File: src/rtl/collision_pkg.sv
// Shared types and constants for the ball/target collision controller.
// The LFSR constants are only consumed when COLLISION_CATCH_RNG_EN is defined.
package collision_pkg;

    typedef enum logic [1:0] {
        IDLE   = 2'd0,
        TILT   = 2'd1,
        REST   = 2'd2,
        RESULT = 2'd3
    } col_state_e;

    localparam int unsigned CATCH_RATE_W = 9;

    // Galois form of x^16 + x^14 + x^13 + x^11 + 1, shifting right
    localparam logic [15:0] LFSR_SEED = 16'hACE1;
    localparam logic [15:0] LFSR_TAPS = 16'hB400;

    function automatic logic [15:0] lfsr_next(input logic [15:0] state);
        logic [15:0] shifted;
        shifted = state >> 1;
        return state[0] ? (shifted ^ LFSR_TAPS) : shifted;
    endfunction

endpackage

File: src/rtl/overlap_counter.sv
// Saturating per-target overlap counter, cleared synchronously by i_clear.
// A clear wins over a same-cycle increment, so that pixel is not counted.
module overlap_counter #(
    parameter int unsigned CNT_W = 16
) (
    input  logic             i_clk,
    input  logic             i_rst_n,
    input  logic             i_clear,
    input  logic             i_inc,
    output logic [CNT_W-1:0] o_count
);

    logic [CNT_W-1:0] r_count;

    always_ff @(posedge i_clk or negedge i_rst_n) begin
        if (!i_rst_n) begin
            r_count <= '0;
        end else if (i_clear) begin
            r_count <= '0;
        end else if (i_inc && (r_count != '1)) begin
            r_count <= r_count + 1'b1;
        end
    end

    assign o_count = r_count;

endmodule

File: src/rtl/collision_ctrl.sv
// Ball/target collision controller: per-frame overlap counting, hit select and shake animation.
// Define COLLISION_CATCH_RNG_EN to gate each shake with an LFSR draw against i_catch_rate.
module collision_ctrl
    import collision_pkg::*;
#(
    parameter int unsigned N_TARGET    = 4,
    parameter int unsigned CNT_W       = 16,
    parameter int unsigned THRESH      = 10000,
    parameter int unsigned TILT_FRAMES = 12,
    parameter int unsigned REST_FRAMES = 52,
    parameter int unsigned N_SHAKE     = 3
) (
    input  logic                          i_clk,
    input  logic                          i_rst_n,
    input  logic                          i_refresh,
    input  logic                          i_abort,
    input  logic [N_TARGET-1:0]           i_en_target,
    input  logic                          i_en_ball,
    input  logic                          i_z_neg,
    input  logic [CATCH_RATE_W-1:0]       i_catch_rate,
    output logic                          o_en_collision,
    output logic                          o_anime_ball,
    output logic [$clog2(N_TARGET)-1:0]   o_hit_idx,
    output logic [$clog2(N_SHAKE+1)-1:0]  o_shake_num,
    output logic                          o_collision_done,
    output logic                          o_caught
);

    localparam int unsigned IDX_W     = $clog2(N_TARGET);
    localparam int unsigned SHK_W     = $clog2(N_SHAKE + 1);
    localparam int unsigned FRAME_MAX = (TILT_FRAMES > REST_FRAMES) ? TILT_FRAMES : REST_FRAMES;
    localparam int unsigned FRM_W     = (FRAME_MAX > 1) ? $clog2(FRAME_MAX) : 1;

    localparam logic [FRM_W-1:0] TILT_LAST  = FRM_W'(TILT_FRAMES - 1);
    localparam logic [FRM_W-1:0] REST_LAST  = FRM_W'(REST_FRAMES - 1);
    localparam logic [SHK_W-1:0] SHAKE_LAST = SHK_W'(N_SHAKE);
    localparam logic [CNT_W-1:0] THRESH_C   = CNT_W'(THRESH);

    logic [CNT_W-1:0] w_count [N_TARGET];
    logic             w_clear;
    logic             w_pix;
    logic             w_hit_any;
    logic [IDX_W-1:0] w_hit_idx;
    logic             w_pass;

    col_state_e       r_state, w_state_d;
    logic [FRM_W-1:0] r_frame, w_frame_d;
    logic [SHK_W-1:0] r_shake, w_shake_d;
    logic [SHK_W-1:0] w_shake_inc;
    logic [IDX_W-1:0] r_hit_idx, w_hit_idx_d;
    logic             r_caught, w_caught_d;
    logic             r_en, w_en_d;
    logic             r_anime, w_anime_d;
    logic             r_done, w_done_d;

    assign w_clear = i_refresh | i_abort;
    assign w_pix   = i_en_ball & i_z_neg;

    for (genvar k = 0; k < N_TARGET; k++) begin : g_cnt
        overlap_counter #(
            .CNT_W (CNT_W)
        ) u_cnt (
            .i_clk   (i_clk),
            .i_rst_n (i_rst_n),
            .i_clear (w_clear),
            .i_inc   (w_pix & i_en_target[k]),
            .o_count (w_count[k])
        );
    end

    // Walk from the top index down so the lowest qualifying target wins
    always_comb begin
        w_hit_any = 1'b0;
        w_hit_idx = '0;
        for (int k = N_TARGET - 1; k >= 0; k--) begin
            if (w_count[k] > THRESH_C) begin
                w_hit_any = 1'b1;
                w_hit_idx = IDX_W'(k);
            end
        end
    end

`ifdef COLLISION_CATCH_RNG_EN
    logic [15:0] r_lfsr;

    always_ff @(posedge i_clk or negedge i_rst_n) begin
        if (!i_rst_n) begin
            r_lfsr <= LFSR_SEED;
        end else begin
            r_lfsr <= lfsr_next(r_lfsr);
        end
    end

    assign w_pass = ({1'b0, r_lfsr[7:0]} < i_catch_rate);
`else
    logic w_unused_rate;

    assign w_unused_rate = ^i_catch_rate;
    assign w_pass        = 1'b1;
`endif

    assign w_shake_inc = r_shake + 1'b1;

    always_ff @(posedge i_clk or negedge i_rst_n) begin
        if (!i_rst_n) begin
            r_state   <= IDLE;
            r_frame   <= '0;
            r_shake   <= '0;
            r_hit_idx <= '0;
            r_caught  <= 1'b0;
            r_en      <= 1'b0;
            r_anime   <= 1'b0;
            r_done    <= 1'b0;
        end else begin
            r_state   <= w_state_d;
            r_frame   <= w_frame_d;
            r_shake   <= w_shake_d;
            r_hit_idx <= w_hit_idx_d;
            r_caught  <= w_caught_d;
            r_en      <= w_en_d;
            r_anime   <= w_anime_d;
            r_done    <= w_done_d;
        end
    end

    always_comb begin
        w_state_d   = r_state;
        w_frame_d   = r_frame;
        w_shake_d   = r_shake;
        w_hit_idx_d = r_hit_idx;
        w_caught_d  = r_caught;
        if (i_abort) begin
            w_state_d  = IDLE;
            w_frame_d  = '0;
            w_shake_d  = '0;
            w_caught_d = 1'b0;
        end else if (i_refresh) begin
            unique case (r_state)
                IDLE: begin
                    if (w_hit_any) begin
                        w_state_d   = TILT;
                        w_frame_d   = '0;
                        w_shake_d   = '0;
                        w_hit_idx_d = w_hit_idx;
                        w_caught_d  = 1'b0;
                    end
                end
                TILT: begin
                    if (r_frame == TILT_LAST) begin
                        w_state_d = REST;
                        w_frame_d = '0;
                    end else begin
                        w_frame_d = r_frame + 1'b1;
                    end
                end
                REST: begin
                    if (r_frame == REST_LAST) begin
                        w_frame_d = '0;
                        w_shake_d = w_shake_inc;
                        if (!w_pass) begin
                            w_state_d  = RESULT;
                            w_caught_d = 1'b0;
                        end else if (w_shake_inc == SHAKE_LAST) begin
                            w_state_d  = RESULT;
                            w_caught_d = 1'b1;
                        end else begin
                            w_state_d = TILT;
                        end
                    end else begin
                        w_frame_d = r_frame + 1'b1;
                    end
                end
                RESULT: begin
                    // No trigger evaluation on the frame that leaves RESULT
                    w_state_d  = IDLE;
                    w_caught_d = 1'b0;
                end
                default: begin
                    w_state_d = IDLE;
                end
            endcase
        end
    end

    always_comb begin
        w_en_d    = (w_state_d == TILT) || (w_state_d == REST);
        w_anime_d = (w_state_d == REST);
        w_done_d  = (w_state_d == RESULT);
    end

    assign o_en_collision   = r_en;
    assign o_anime_ball     = r_anime;
    assign o_hit_idx        = r_hit_idx;
    assign o_shake_num      = r_shake;
    assign o_collision_done = r_done;
    assign o_caught         = r_caught;

endmodule

File: config.mk
export PLATFORM = sky130hd
export DESIGN_NAME = collision_ctrl
export DESIGN_NICKNAME = d
export VERILOG_FILES = /design/src/rtl/collision_pkg.sv /design/src/rtl/overlap_counter.sv /design/src/rtl/collision_ctrl.sv
export SDC_FILE = /design/constraint.sdc
export NUM_CORES = 1
export LEC_CHECK = 0
export BUFFER_PORTS_ARGS = -buffer_cell sky130_fd_sc_hd__buf_4
export CELL_PAD_IN_SITES_DETAIL_PLACEMENT = 2
export CELL_PAD_IN_SITES_GLOBAL_PLACEMENT = 2
export CORE_UTILIZATION = 43
export CTS_BUF_LIST = sky130_fd_sc_hd__clkbuf_8
export DETAILED_ROUTE_END_ITERATION = 8
export PLACE_DENSITY_LB_ADDON = 0.1
export SLEW_MARGIN = 30
export SYNTH_ARGS = -nofsm -noshare
export SYNTH_HDL_FRONTEND = slang
export SYNTH_SLANG_ARGS = --single-unit
export TNS_END_PERCENT = 30
File: constraint.sdc
create_clock -name i_clk -period 4.7 [get_ports i_clk]
set_clock_uncertainty 0.05 [all_clocks]
set_input_delay 0.47 -clock i_clk [delete_from_list [all_inputs] [get_ports i_clk]]
set_output_delay 0.47 -clock i_clk [all_outputs]
set_load 0.01 [all_outputs]
==> results.yml, run 1 <==
outcome:
  status: "complete, no violations"
place:
  gp_congestion: 0.754
  placed_cell_area_sq_um: 4730
  dpl.cell_count: 629
  port_buffers: 17
  dpl.hpwl_microns: 8110
floorplanning:
  rows: 36
  ios: 27
  dieArea_sq_um: 10800
  coreArea_sq_um: 9950
  initial_core_util_pct: 45.1
  die_h_microns: 104
  die_x_microns: 104
synthesis:
  synth.top_cell.area_share_pct: 44.6
  synth_cell_types: 55
  ys_seq_area_share_pct: 44.6
  ys_async_sr_fraction_pct: 100
  synth_warnings: 0
  synthCells: 493
  syn_area_sq_um: 4490
  syn_avg_cell_area_sq_um: 9.10
  synth-edff-count: 0
  synth-seq-cells: 80
  synthFlopType: "dfrtp_1"
  syn_nets: 528
  synthTopCellsByArea: "dfrtp_1, nor2_1, xor2_1"
  synth_top_area_cell: "dfrtp_1"
critical_path:
  cp-end-kind: "flip-flop"
  r2r.worst_path.cells: 8
  reg2reg_to: "r_frame[0]$_DFFE_PN0P_"
  timing.rr.start: "g_cnt[0].u_cnt.o_count[1]$_DFFE_PN0P_"
  path_max_fanout: 11
  critPathLaunchType: "flip-flop"
  crit_arrival_ns: 3.55
  crit_type: "flip-flop to flip-flop"
  ff2ff_setup_slack_ns: 1.35
  crit_required_ns: 4.90
route:
  drc: 0
  routed_wl_microns: 12100
  vias_per_cell: 5.79
  wire_per_inst_microns: 18.8
  firstDrtPassIters: 4
  postRouteAntennaNets: 0
  dr_total_vias: 3736
  drtIter0Drc: 113
global_route:
  grt_remaining_overflow: 0
  grt_pass1_vias: 4115
  gr-usage-all-layers_pct: 23.8
  grt_pass1_wl_microns: 20800
  grt_max_degree: 81
  antenna_found_initial: 0
timing:
  post-route-period-util_pct: 71.2
  min_period_ns: 3.35
  hold_viol: 0
  fmax_ghz: 0.299
  setup_viol_count_final: 0
  tns_ns: 0
  slew_headroom_pct: 47.9
  final_max_slew_viol_count: 0
  rsz0062_at_grt: "no"
  max_slew.worst_pin.slew_ns: 0.782
power:
  p_sw_mw: 0.344
  clockPowerShare_pct: 45.7
  ir_worst_vdd_v: 0.000163
  p_leak_nw: 2.12
  switching_share_pct: 24.0
  comb_power_share_pct: 5.7
  p_seq_share_pct: 48.6
  power_density_nw_per_um2: 287
  p_int_mw: 1.09
  finalPower_mw: 1.43
cts:
  root_buffer: "clkbuf_8"
  cts_tree: "yes"
  clock_tree.buffer_depth: 2
  cts_resized: 0
  cts_made_buffers: 9
  htree_levels: 3
  cts_hold_buffers: 0
  cts_setup_buffers: 0
  clock_sinks: 80
  path_clk_slew_ns: 0.09
  clk_latency_ns: 0.36
layout:
  final_common_cell: "nor2_1"
  drive_above_1_share_pct: 8.40
  area_growth_pct: 11.0
  multi_input_area_sq_um: 2330
  seqCellArea_sq_um: 2000
  diodes: 0
  final.fill_count: 1073
  final_cell_mix: "nor2_1, dfrtp_1, xor2_1"
  fin_nets: 542
  final_cells: 645
  final_cell_area_sq_um: 4980
  fin_util_pct: 50.0
flow_run:
  drv_cap: 0
min_path:
  hold_path.class: "primary input to async pin"
## cells by family (layout without fill, tap and decap cells)
logic type | count (synthesis) | after routing | share of synthesized area [%]
flip-flops | 80 | 80 | 44.6
AND/OR/NAND/NOR | 230 | 230 | 25.7
adder cells (fa/ha/maj) | 16 | 16 | 4.46
buffers and inverters | 39 | 58 | 3.46
AO/OA/AOI/OAI | 71 | 71 | 10.5
XOR/XNOR | 55 | 55 | 10.7
multiplexers | 2 | 2 | 0.474
## cell usage after synthesis, types with 3 or more instances
library cell / n
clkbuf_1: 13
nand3_1: 25
nor3b_1: 4
ha_1: 16
o21bai_1: 4
a21oi_1: 23
and3_1: 16
and4_1: 9
nand4_1: 20
nor2b_1: 4
or3_1: 9
o21ai_0: 11
nor3_1: 9
or2_2: 3
or4_1: 3
inv_1: 24
xor2_1: 35
a211oi_1: 4
o22ai_1: 4
nand2_1: 34
nor4_1: 4
dfrtp_1: 80
o211ai_1: 4
nor2_1: 82
xnor2_1: 20
## power by group through the flow
stage | Combinational (mW) | Clock, mW | Sequential (mW)
after floorplan | 0.0436 | 0 | 0.709
after global placement | 0.0767 | 0 | 0.708
after detailed placement | 0.0813 | 0 | 0.709
after CTS | 0.0837 | 0.667 | 0.695
after global routing | 0.0907 | 0.686 | 0.696
final | 0.0810 | 0.654 | 0.695
## cell type report
cell class | instances | area share [%]
clock inverters | 6 | 2.34
clock buffers | 10 | 2.76
inverters | 24 | 1.81
multi-input cells | 374 | 46.8
well taps | 133 | 3.34
repair buffers | 18 | 2.79
flip-flops and latches | 80 | 40.2
## through the flow
step	hold WS [ns]	setup slack, ns
floorplan	0.124	2.06
global placement	0.466	1.53
detailed placement	0.496	1.34
CTS	0.129	1.32
global route	0.156	1.21
finish	0.0498	1.35
## registers in the layout, indices dropped and copies added (netlist names)
name and cells:
o_caught 1, r_frame 6, g_cnt.u_cnt.o_count 64, o_en_collision 1
o_collision_done 1, o_anime_ball 1, o_shake_num 2, o_hit_idx 2
r_state 2
## worst max-delay path by stage
| stage | startpoint | to | slack (ns) | cells after the start |
|---|---|---|---|---|
| after floorplan | g_cnt[0].u_cnt.o_count[0]$_DFFE_PN0P_ | r_frame[0]$_DFFE_PN0P_ | 2.06 | 9 |
| after global placement | g_cnt[0].u_cnt.o_count[0]$_DFFE_PN0P_ | r_frame[0]$_DFFE_PN0P_ | 1.53 | 8 |
| after detailed placement | g_cnt[0].u_cnt.o_count[0]$_DFFE_PN0P_ | r_frame[0]$_DFFE_PN0P_ | 1.34 | 8 |
| after CTS | g_cnt[0].u_cnt.o_count[1]$_DFFE_PN0P_ | r_frame[0]$_DFFE_PN0P_ | 1.32 | 8 |
| after global routing | g_cnt[0].u_cnt.o_count[1]$_DFFE_PN0P_ | r_frame[0]$_DFFE_PN0P_ | 1.21 | 8 |
| final | g_cnt[0].u_cnt.o_count[1]$_DFFE_PN0P_ | r_frame[0]$_DFFE_PN0P_ | 1.35 | 8 |
## critical path, stage by stage (launching register included)
cell	delay [ns]
dfrtp_1	0.42
inv_1	0.10
ha_1	0.14
or3b_1	0.34
a2111o_1	0.47
a2111oi_2	0.42
nand4_1	0.49
or2b_1	0.45
mux2_2	0.36
## routing by layer
layer / GRT usage (%) / vias up / wire [microns]
met2: 43.0 / 46 / 6320
met1: 29.4 / 1922 / 5380
met5: 0 / - / 0
li1: - / 1756 / -
met4: 7.35 / 0 / 157
met3: 3.13 / 12 / 260
Note: power is estimated with default switching activity, not from simulation.
==> run 2: changes to the inputs <==
ABC_AREA = 1   (was default)
CORE_UTILIZATION = 33   (was 43)
clock period = 3.07 ns   (was 4.7 ns; I/O delays follow)
==> run 2 against run 1 <==
Compared with the run above:
- die area rose by 48%
- fmax increased by 50%
- flip-flop and latch count unchanged
- global-route usage down 3.9 points
- area after synthesis increased by 15%
- highest routed layer unchanged
- hold slack improved by 0.16 ns
- sequential power is 55% higher
==> results.yml, run 2 <==
outcome:
  status: "complete, no violations"
power:
  ir_worst_vdd_v: 0.000225
  p_leak_nw: 2.55
  power_density_nw_per_um2: 402
  finalPower_mw: 2.30
cts:
  clock_sinks: 80
  root_buffer: "clkbuf_8"
  cts_made_buffers: 9
  clk_latency_ns: 0.38
  path_clk_slew_ns: 0.10
  clock_tree.buffer_depth: 2
  htree_levels: 3
  cts_setup_buffers: 0
  cts_resized: 0
  cts_tree: "yes"
synthesis:
  ys_async_sr_fraction_pct: 100
  synth_warnings: 0
  synthFlopType: "dfrtp_1"
  synthTopCellsByArea: "dfrtp_1, nand2_1, nor2_1"
  synth.top_cell.area_share_pct: 38.9
  syn_avg_cell_area_sq_um: 7.16
  synth-edff-count: 0
  synth_cell_types: 34
  ys_seq_area_share_pct: 38.9
  syn_nets: 753
  synth_top_area_cell: "dfrtp_1"
  synth_commonest_cells: "nand2_1, nor2_1, inv_1"
  synthCells: 718
  synthMostInstantiatedCell: "nand2_1"
  syn_area_sq_um: 5140
  synth-seq-cells: 80
timing:
  min_period_ns: 2.23
  fmax_ghz: 0.448
  rsz0062_at_grt: "no"
  fin_ws_ns: 0.837
  max_slew.worst_pin.slew_ns: 0.624
  setup_viol_count_final: 0
  post-route-period-util_pct: 72.7
  hold_viol: 0
  slew_headroom_pct: 58.2
  final_max_slew_viol_count: 0
  tns_ns: 0
  worst_hold_slack_ns: 0.205
place:
  port_buffers: 17
  gp_congestion: 0.792
  dpl.hpwl_microns: 10900
  pre_cts_slack_ns: 0.826
layout:
  diodes: 0
  seqCellArea_sq_um: 2000
  final_common_cell: "nand2_1"
  area_growth_pct: 11.2
  largest_register_ffs: 64
  final_cell_mix: "nand2_1, nor2_1, inv_1"
  multi_input_area_sq_um: 2700
  final.fill_count: 1806
  drive_above_1_share_pct: 11.6
  fin_nets: 771
  fin_util_pct: 37.6
critical_path:
  crit_type: "flip-flop to flip-flop"
  crit_arrival_ns: 2.45
  critPathLaunchType: "flip-flop"
  cp-end-kind: "flip-flop"
  path_max_fanout: 13
  crit_required_ns: 3.29
route:
  vias_per_cell: 5.08
  wire_per_inst_microns: 15.8
  routed_wl_microns: 14700
  postRouteAntennaNets: 0
  firstDrtPassIters: 4
  drtIter0Drc: 119
  drc: 0
  dr_total_vias: 4715
floorplanning:
  initial_core_util_pct: 33.8
  ios: 27
  rows: 45
  dieArea_sq_um: 16100
  coreArea_sq_um: 15200
  die_h_microns: 127
  die_x_microns: 127
min_path:
  hold_path.class: "primary input to flip-flop"
global_route:
  antenna_found_initial: 0
  grt_max_degree: 56
  grt_pass1_wl_microns: 25600
  grt_pass1_vias: 5228
  grt_remaining_overflow: 0
  gr-usage-all-layers_pct: 20.0
flow_run:
  drv_cap: 0
==> run 2: where the power goes <==
part | internal [mW] | total [mW] | switching, mW | leakage (nW)
Clock | 0.567 | 1.02 | 0.450 | 0.123
Sequential | 1.07 | 1.08 | 0.0121 | 1.11
Combinational | 0.0586 | 0.200 | 0.141 | 1.32
Total | 1.69 | 2.30 | 0.603 | 2.55
==> run 2: area by class of cell <==
| class | instances | share of cell area [%] |
|---|---|---|
| Timing Repair Buffer | 21 | 2.80 |
| Tap cell | 188 | 4.11 |
| Sequential cell | 80 | 35.0 |
| Clock inverter | 6 | 2.01 |
| Multi-Input combinational cell | 525 | 47.1 |
| Inverter | 99 | 6.50 |
| Clock buffer | 10 | 2.41 |
==> run 2: worst paths after layout <==
path / from / to / slack [ns] / cells after the start
max in group asynchronous: i_rst_n / g_cnt[2].u_cnt.o_count[3]$_DFFE_PN0P_ / 1.80 / 3
worst max-delay path: g_cnt[1].u_cnt.o_count[0]$_DFFE_PN0P_ / g_cnt[1].u_cnt.o_count[12]$_DFFE_PN0P_ / 0.84 / 9
worst min-delay path: i_refresh / o_hit_idx[1]$_DFFE_PN0P_ / 0.20 / 4
worst max register to register: g_cnt[1].u_cnt.o_count[0]$_DFFE_PN0P_ / g_cnt[1].u_cnt.o_count[12]$_DFFE_PN0P_ / 0.84 / 9
worst min register to register: o_caught$_DFFE_PN0P_ / o_caught$_DFFE_PN0P_ / 0.46 / 2
min in group asynchronous: i_rst_n / g_cnt[1].u_cnt.o_count[10]$_DFFE_PN0P_ / 0.40 / 2
==> run 2: stage by stage <==
stage                     cells  area, sq um
final                       929         5720
after global routing        929         5720
after CTS                   929         5720
after detailed placement    912         5450
after global placement      912         5450
after floorplan             718         5140
==> run 2: timing repair <==
item / CTS / global route
endpoints found under the hold margin: 35 / 0
endpoints found under the setup margin: 0 / 0
hold buffers: 1 / 0
==> run 2: critical path, cell delays in order (launching register included) <==
cell,delay (ns)
dfrtp_1,0.41
ha_1,0.22
nand2_1,0.13
nor2_1,0.11
nand3_1,0.09
nand2_1,0.29
nor2_1,0.45
nand2_1,0.13
o21ai_0,0.18
nor2_1,0.06
==> run 2: layer usage <==
| metal | vias up | part of all wire, % | GRT usage (%) |
|---|---|---|---|
| li1 | 2335 | - | - |
| met1 | 2347 | 48 | 25.9 |
| met2 | 21 | 49 | 34.7 |
| met3 | 12 | 1.6 | 2.15 |
| met4 | 0 | 1.4 | 6.51 |
| met5 | - | 0 | 0 |
==> run 2: cells by family (layout without fill, tap and decap cells) <==
kind of cell | after synthesis | after routing | share of synthesized area [%]
AO/OA/AOI/OAI | 93 | 93 | 9.98
XOR/XNOR | 21 | 21 | 3.58
adder cells (fa/ha/maj) | 16 | 16 | 3.89
buffers and inverters | 113 | 136 | 8.79
flip-flops | 80 | 80 | 38.9
AND/OR/NAND/NOR | 395 | 395 | 34.8
